==> src/rtl/div_pkg.sv <==
// Shared types and constants for the iterative divider: FSM states and div_op encodings.
package div_pkg;

  typedef enum logic [1:0] {
    IDLE = 2'd0,
    CALC = 2'd1,
    DONE = 2'd2
  } div_state_e;

  localparam logic [1:0] DIV_OP_SIGNED   = 2'b01;
  localparam logic [1:0] DIV_OP_UNSIGNED = 2'b10;

  // Signedness is decided by bit 0 alone; the illegal encodings fall out of this without extra logic.
  function automatic logic op_is_signed(input logic [1:0] op);
    return (op & DIV_OP_SIGNED) != 2'b00;
  endfunction

endpackage

==> src/rtl/div_abs_neg.sv <==
// Conditional two's-complement negation, used for operand magnitudes and for result sign fixup.
module div_abs_neg #(
  parameter int WIDTH = 32
) (
  input  logic [WIDTH-1:0] i_val,
  input  logic             i_neg,
  output logic [WIDTH-1:0] o_val
);

  assign o_val = i_neg ? -i_val : i_val;

endmodule

==> src/rtl/iter_divider.sv <==
// Multi-cycle radix-2 restoring divider (signed/unsigned) with valid/ready handshakes and flush.
// Optional early termination for trivial operands is enabled by defining ITER_DIVIDER_EARLY_TERM_EN.
module iter_divider
  import div_pkg::*;
#(
  parameter int WIDTH = 32,
  parameter int CNT_W = $clog2(WIDTH) + 1
) (
  input  logic               clk,
  input  logic               rst,
  input  logic [1:0]         div_op,
  input  logic [WIDTH-1:0]   dividend,
  input  logic [WIDTH-1:0]   divisor,
  input  logic               in_valid,
  output logic               in_ready,
  input  logic               cancel,
  output logic               out_valid,
  input  logic               out_ready,
  output logic [2*WIDTH-1:0] result
);

  div_state_e r_state;
  div_state_e w_next;

  logic [WIDTH-1:0]   r_rem;
  logic [WIDTH-1:0]   r_quo;
  logic [WIDTH-1:0]   r_dsr;
  logic [WIDTH-1:0]   r_dvd;
  logic               r_qneg;
  logic               r_rneg;
  logic               r_dbz;
  logic [CNT_W-1:0]   r_cnt;
  logic [2*WIDTH-1:0] r_result;

  logic               w_signed;
  logic               w_dvd_neg;
  logic               w_dsr_neg;
  logic               w_dsr_zero;
  logic               w_accept;
  logic               w_early;
  logic               w_last;
  logic [WIDTH-1:0]   w_abs_dvd;
  logic [WIDTH-1:0]   w_abs_dsr;
  logic [WIDTH:0]     w_trial;
  logic               w_fits;
  logic [WIDTH-1:0]   w_rem_step;
  logic [WIDTH-1:0]   w_quo_step;
  logic [WIDTH-1:0]   w_rem_fix;
  logic [WIDTH-1:0]   w_quo_fix;

  assign w_signed   = op_is_signed(div_op);
  assign w_dvd_neg  = w_signed & dividend[WIDTH-1];
  assign w_dsr_neg  = w_signed & divisor[WIDTH-1];
  assign w_dsr_zero = (divisor == '0);
  assign w_accept   = (r_state == IDLE) && in_valid && !cancel;
  assign w_last     = (r_state == CALC) && (r_cnt == CNT_W'(WIDTH - 1));

  div_abs_neg #(.WIDTH(WIDTH)) u_abs_dvd (
    .i_val (dividend),
    .i_neg (w_dvd_neg),
    .o_val (w_abs_dvd)
  );

  div_abs_neg #(.WIDTH(WIDTH)) u_abs_dsr (
    .i_val (divisor),
    .i_neg (w_dsr_neg),
    .o_val (w_abs_dsr)
  );

`ifdef ITER_DIVIDER_EARLY_TERM_EN
  assign w_early = w_dsr_zero || (w_abs_dvd < w_abs_dsr);
`else
  assign w_early = 1'b0;
`endif

  // One restoring step: the partial remainder gets the next dividend bit, then a trial subtract.
  // The extra MSB of w_trial is the borrow; the shifted remainder is always < 2*divisor.
  assign w_trial    = {r_rem, r_quo[WIDTH-1]} - {1'b0, r_dsr};
  assign w_fits     = !w_trial[WIDTH];
  assign w_rem_step = w_fits ? w_trial[WIDTH-1:0] : {r_rem[WIDTH-2:0], r_quo[WIDTH-1]};
  assign w_quo_step = {r_quo[WIDTH-2:0], w_fits};

  div_abs_neg #(.WIDTH(WIDTH)) u_fix_quo (
    .i_val (w_quo_step),
    .i_neg (r_qneg),
    .o_val (w_quo_fix)
  );

  div_abs_neg #(.WIDTH(WIDTH)) u_fix_rem (
    .i_val (w_rem_step),
    .i_neg (r_rneg),
    .o_val (w_rem_fix)
  );

  always_ff @(posedge clk) begin
    if (rst) begin
      r_state <= IDLE;
    end else begin
      r_state <= w_next;
    end
  end

  always_comb begin
    w_next = r_state;
    if (cancel) begin
      w_next = IDLE;
    end else begin
      case (r_state)
        IDLE:    if (in_valid) w_next = w_early ? DONE : CALC;
        CALC:    if (w_last) w_next = DONE;
        DONE:    if (out_ready) w_next = IDLE;
        default: w_next = IDLE;
      endcase
    end
  end

  always_comb begin
    in_ready  = (r_state == IDLE);
    out_valid = (r_state == DONE);
  end

  assign result = r_result;

  // Divide-by-zero bypasses the fixup: the signed magnitude path would mis-sign the all-ones quotient.
  always_ff @(posedge clk) begin
    if (rst) begin
      r_rem    <= '0;
      r_quo    <= '0;
      r_dsr    <= '0;
      r_dvd    <= '0;
      r_qneg   <= 1'b0;
      r_rneg   <= 1'b0;
      r_dbz    <= 1'b0;
      r_cnt    <= '0;
      r_result <= '0;
    end else if (w_accept) begin
      r_rem  <= '0;
      r_quo  <= w_abs_dvd;
      r_dsr  <= w_abs_dsr;
      r_dvd  <= dividend;
      r_qneg <= w_dvd_neg ^ w_dsr_neg;
      r_rneg <= w_dvd_neg;
      r_dbz  <= w_dsr_zero;
      r_cnt  <= '0;
      if (w_early) begin
        r_result <= w_dsr_zero ? {dividend, {WIDTH{1'b1}}} : {dividend, {WIDTH{1'b0}}};
      end
    end else if ((r_state == CALC) && !cancel) begin
      r_rem <= w_rem_step;
      r_quo <= w_quo_step;
      r_cnt <= r_cnt + CNT_W'(1);
      if (w_last) begin
        r_result <= r_dbz ? {r_dvd, {WIDTH{1'b1}}} : {w_rem_fix, w_quo_fix};
      end
    end
  end

endmodule

==> config.mk <==
export PLATFORM = sky130hd
export DESIGN_NAME = iter_divider
export DESIGN_NICKNAME = d
export VERILOG_FILES = /design/src/rtl/div_pkg.sv /design/src/rtl/div_abs_neg.sv /design/src/rtl/iter_divider.sv
export SDC_FILE = /design/constraint.sdc
export NUM_CORES = 1
export LEC_CHECK = 0
export BUFFER_PORTS_ARGS = -buffer_cell sky130_fd_sc_hd__buf_2
export CAP_MARGIN = 5
export CORE_AREA = 2 2 197 199
export CTS_BUF_LIST = sky130_fd_sc_hd__clkbuf_4 sky130_fd_sc_hd__clkbuf_8 sky130_fd_sc_hd__clkbuf_16
export CTS_CLUSTER_DIAMETER = 150
export DETAILED_ROUTE_END_ITERATION = 10
export DIE_AREA = 0 0 199 201
export PLACE_DENSITY_LB_ADDON = 0.12
export SYNTH_ARGS = -nofsm -noshare
export SYNTH_HDL_FRONTEND = slang
export SYNTH_HIERARCHICAL = 1
export SYNTH_SLANG_ARGS = --single-unit
==> constraint.sdc <==
create_clock -name clk -period 5.4 [get_ports clk]
set_clock_uncertainty 0.2 [all_clocks]
set_input_delay 0.27 -clock clk [delete_from_list [all_inputs] [get_ports clk]]
set_output_delay 0.27 -clock clk [all_outputs]
set_load 0.05 [all_outputs]
==> impl_metrics.yaml <==
run_status:
  status: "finished clean"
detailed_routing:
  via_per_inst: 5.196
  drc_errors: 0
  routed_wl_um: 41670
  drt_iter0_drc: 889
  wl_per_cell_um: 17.43
  detail_route.first_pass.iterations: 6
  vias: 12423
  ant_nets: 0
floorplanning:
  initial_utilization: 0.3433
  dieArea_sq_um: 40000
  die_x_um: 199
  num_rows: 72
  io_pins: 137
  die_h_um: 201
  core_region_area_sq_um: 38110
critical_path:
  crit_type: "reg -> reg"
  arrival_ps: 5320
  cp_slowest_cell: "or4_4"
  worstPathMaxFanout: 13
  start_kind: "flop"
  cp-end-kind: "flop"
  critPathMaxStageDelay_ps: 580
  cp_top_family: "simple AND/OR/NAND/NOR gates"
  critPathRequiredTime_ps: 5650
  worst-path-buf-inv: 3
  crit_chain: "inv_1, ha_1, fa_1, nor2b_1, o2111ai_2, nand2_2, a21oi_4, a21oi_2, a31oi_4, xor2_4, inv_4, mux2_1, inv_1, or4_4, or4_4, or3_1, o311ai_1, mux2i_1, a211oi_1"
finish:
  final_net_count: 1964
  stdcell_area_sq_um: 15770
  final_cells: 2391
  antennaDiodeCount: 0
  ff_latch_area_sq_um: 4065
  fillers: 4053
  final_core_util: 0.4139
  multiInputGateArea_sq_um: 8182
  drive_gt1_frac: 0.1431
  syn_to_final_growth_pct: 20.57
timing:
  rsz0062_at_grt: "false"
  drv_slew: 0
  setup_viol: 0
  tns_ps: 0
  worst_pin_slew_ps: 1125
  min_period_ps: 5063
  slew_headroom: 0.2499
  fmax_ghz: 0.1975
  hold_violations: 0
  min_period_over_period: 0.9375
pwr:
  power.share.switching: 0.3415
  power_density_nw_per_um2: 311.2
  clkPwrFrac: 0.354
  p_comb_frac: 0.321
  pwr-share-seq: 0.325
  intPower_uw: 3232
  power_leakage_uw: 0.005948
  p_sw_uw: 1676
  ir_worst_vdd_mv: 0.2026
clocking:
  cts_tree: "done"
  cts_buffers: 26
  cts_buffer_depth: 3
  insertion_delay_ps: 550
  clock_sinks: 203
  path_clk_slew_ps: 60
  cts-root-buf: "clkbuf_16"
  htree_levels: 1
global_route:
  overflow: 0
  grt_max_degree: 103
  grt_pass1_wl_um: 65510
  grt_pass1_vias: 11905
  antenna_found_initial: 0
  grtUsageTotal: 0.2041
synthesis:
  ys_warn_count: 6
  synth_edf_count: 0
  synth-seq-area-share: 0.3107
  synth_top_area_frac: 0.3107
  syn_avg_cell_area_sq_um: 7.699
  yosysUniqueCellTypes: 67
  synth_area_sq_um: 13080
  synth-async-reset-ratio: 0
  yosysTopAreaCell: "dfxtp_1"
  ys_ff_latch: 203
  synthFlopType: "dfxtp_1"
  synth_area_leaders: "dfxtp_1 31%, xnor2_1 9.1%, nand2_1 7.0%"
  synth_nets: 1808
  syn_inst: 1699
job:
  cap_violations: 0
place:
  placed_cells: 2277
  hpwl_um: 30580
  io_buffers: 135
  gp_congestion: 0.8495
  dpl_cell_area_sq_um: 14200
min_path:
  worstHoldPathType: "in -> reg"
## what timing repair did
item                                   in CTS  in global routing
buffers inserted                            0                  0
gates resized for setup                     0                  8
setup endpoints to repair                   0                 20
endpoints found under the hold margin      71                  0
hold buffers                               68                  0
## kinds of logic (layout without fill, tap and decap cells)
| family | after synthesis | after routing | synth area share |
|---|---|---|---|
| and+or+nand+nor | 599 | 599 | 0.2159 |
| adders and majority gates | 38 | 38 | 0.03692 |
| DFF | 203 | 203 | 0.3107 |
| AOI/OAI and AO/OA | 434 | 434 | 0.2179 |
| xor gates and xnor gates | 151 | 151 | 0.1025 |
| muxes | 58 | 58 | 0.04888 |
| buffers and inverters | 216 | 390 | 0.06724 |
## flip-flops by register name, indices dropped and copies added (netlist names)
| signal | flops |
|---|---|
| r_cnt | 6 |
| r_rem | 32 |
| r_state | 2 |
| r_dvd | 32 |
| r_dbz | 1 |
| result | 64 |
| r_dsr | 32 |
| r_rneg | 1 |
| r_quo | 32 |
| r_qneg | 1 |
## tightest hold or removal path, cell delays in order
cell     delay (ps)
buf_2           120
nor4_1           50
nand4_1          80
nor3_1           50
a21oi_1         110
nor2_1           50
## metrics by stage
step / total power, uW / worst slack [ps] / hold WS (ps)
final: 4908 / 337.4 / 29.88
after CTS: 4941 / 83.63 / 0.7950
after global placement: 3137 / 239.5 / 243.7
after detailed placement: 3146 / 119.2 / 246.3
after global routing: 5186 / 33.14 / 33.53
after floorplan: 2673 / 572.8 / 149.3
## per-layer routing
| metal | track usage | vias up | wire length (um) |
|---|---|---|---|
| met5 | 0 | - | 0 |
| met4 | 0.03305 | 0 | 519 |
| met3 | 0.02453 | 27 | 1622 |
| met2 | 0.3445 | 253 | 19650 |
| met1 | 0.2821 | 5828 | 19880 |
| li1 | - | 6315 | - |
## cells in the mapped netlist, drive strengths merged (10+ instances only)
library cell	instances
a31oi	10
xor2	15
nand2b	16
inv	107
nor2	123
o21ai	80
nand3	18
nor4	24
a21o	12
o31ai	32
mux2i	32
xnor2	136
or4	18
mux2	26
nor3	76
o41ai	46
dfxtp	203
nand4	19
or3	11
a21oi	154
nand2	244
ha	37
buf	20
clkbuf	89
a22oi	31
a211oi	36
## power by group through the flow
stage | Clock (uW) | Combinational [uW] | Sequential [uW]
2_1_floorplan | 0 | 1070 | 1610
3_3_place_gp | 0 | 1510 | 1630
3_5_place_dp | 0 | 1520 | 1630
4_1_cts | 1780 | 1560 | 1600
5_1_grt | 1850 | 1730 | 1600
6_report | 1740 | 1580 | 1600
## cell type report
type | instances | share of cell area
multi-input cells | 1280 | 0.5187
clock inverters | 7 | 0.004680
inverters | 107 | 0.02562
clock buffers | 39 | 0.04982
flip-flops and latches | 203 | 0.2577
well taps | 518 | 0.04109
repair buffers | 237 | 0.1023
## worst paths after layout
kind / cells past startpoint / end / slack (ps) / start
min reg2reg: 2 / r_dsr[15]$_SDFFE_PP0P_ / 250 / r_dsr[15]$_SDFFE_PP0P_
max: 19 / result[62]$_SDFFE_PP0P_ / 340 / r_quo[31]$_SDFFE_PP0P_
max reg2reg: 19 / result[62]$_SDFFE_PP0P_ / 340 / r_quo[31]$_SDFFE_PP0P_
min: 6 / r_dbz$_SDFFE_PP0P_ / 30 / divisor[30]
## cell usage in the layout, fill, tap and decap left out, drive strengths merged, types with 12 or more instances in the layout
master,Yosys,layout
mux2i,32,32
nor3,76,76
xnor2,136,136
a21o,12,12
nand2b,16,16
buf,20,169
o41ai,46,46
ha,37,37
a22oi,31,31
mux2,26,26
inv,107,107
o31ai,32,32
nand2,244,244
nand3,18,18
o21ai,80,80
nor4,24,24
dfxtp,203,203
nor2,123,123
dlygate4sd3,0,68
clkbuf,89,39
or4,18,18
a21oi,154,154
xor2,15,15
a211oi,36,36
nand4,19,19
No activity file was read; power rests on OpenSTA's default activity.
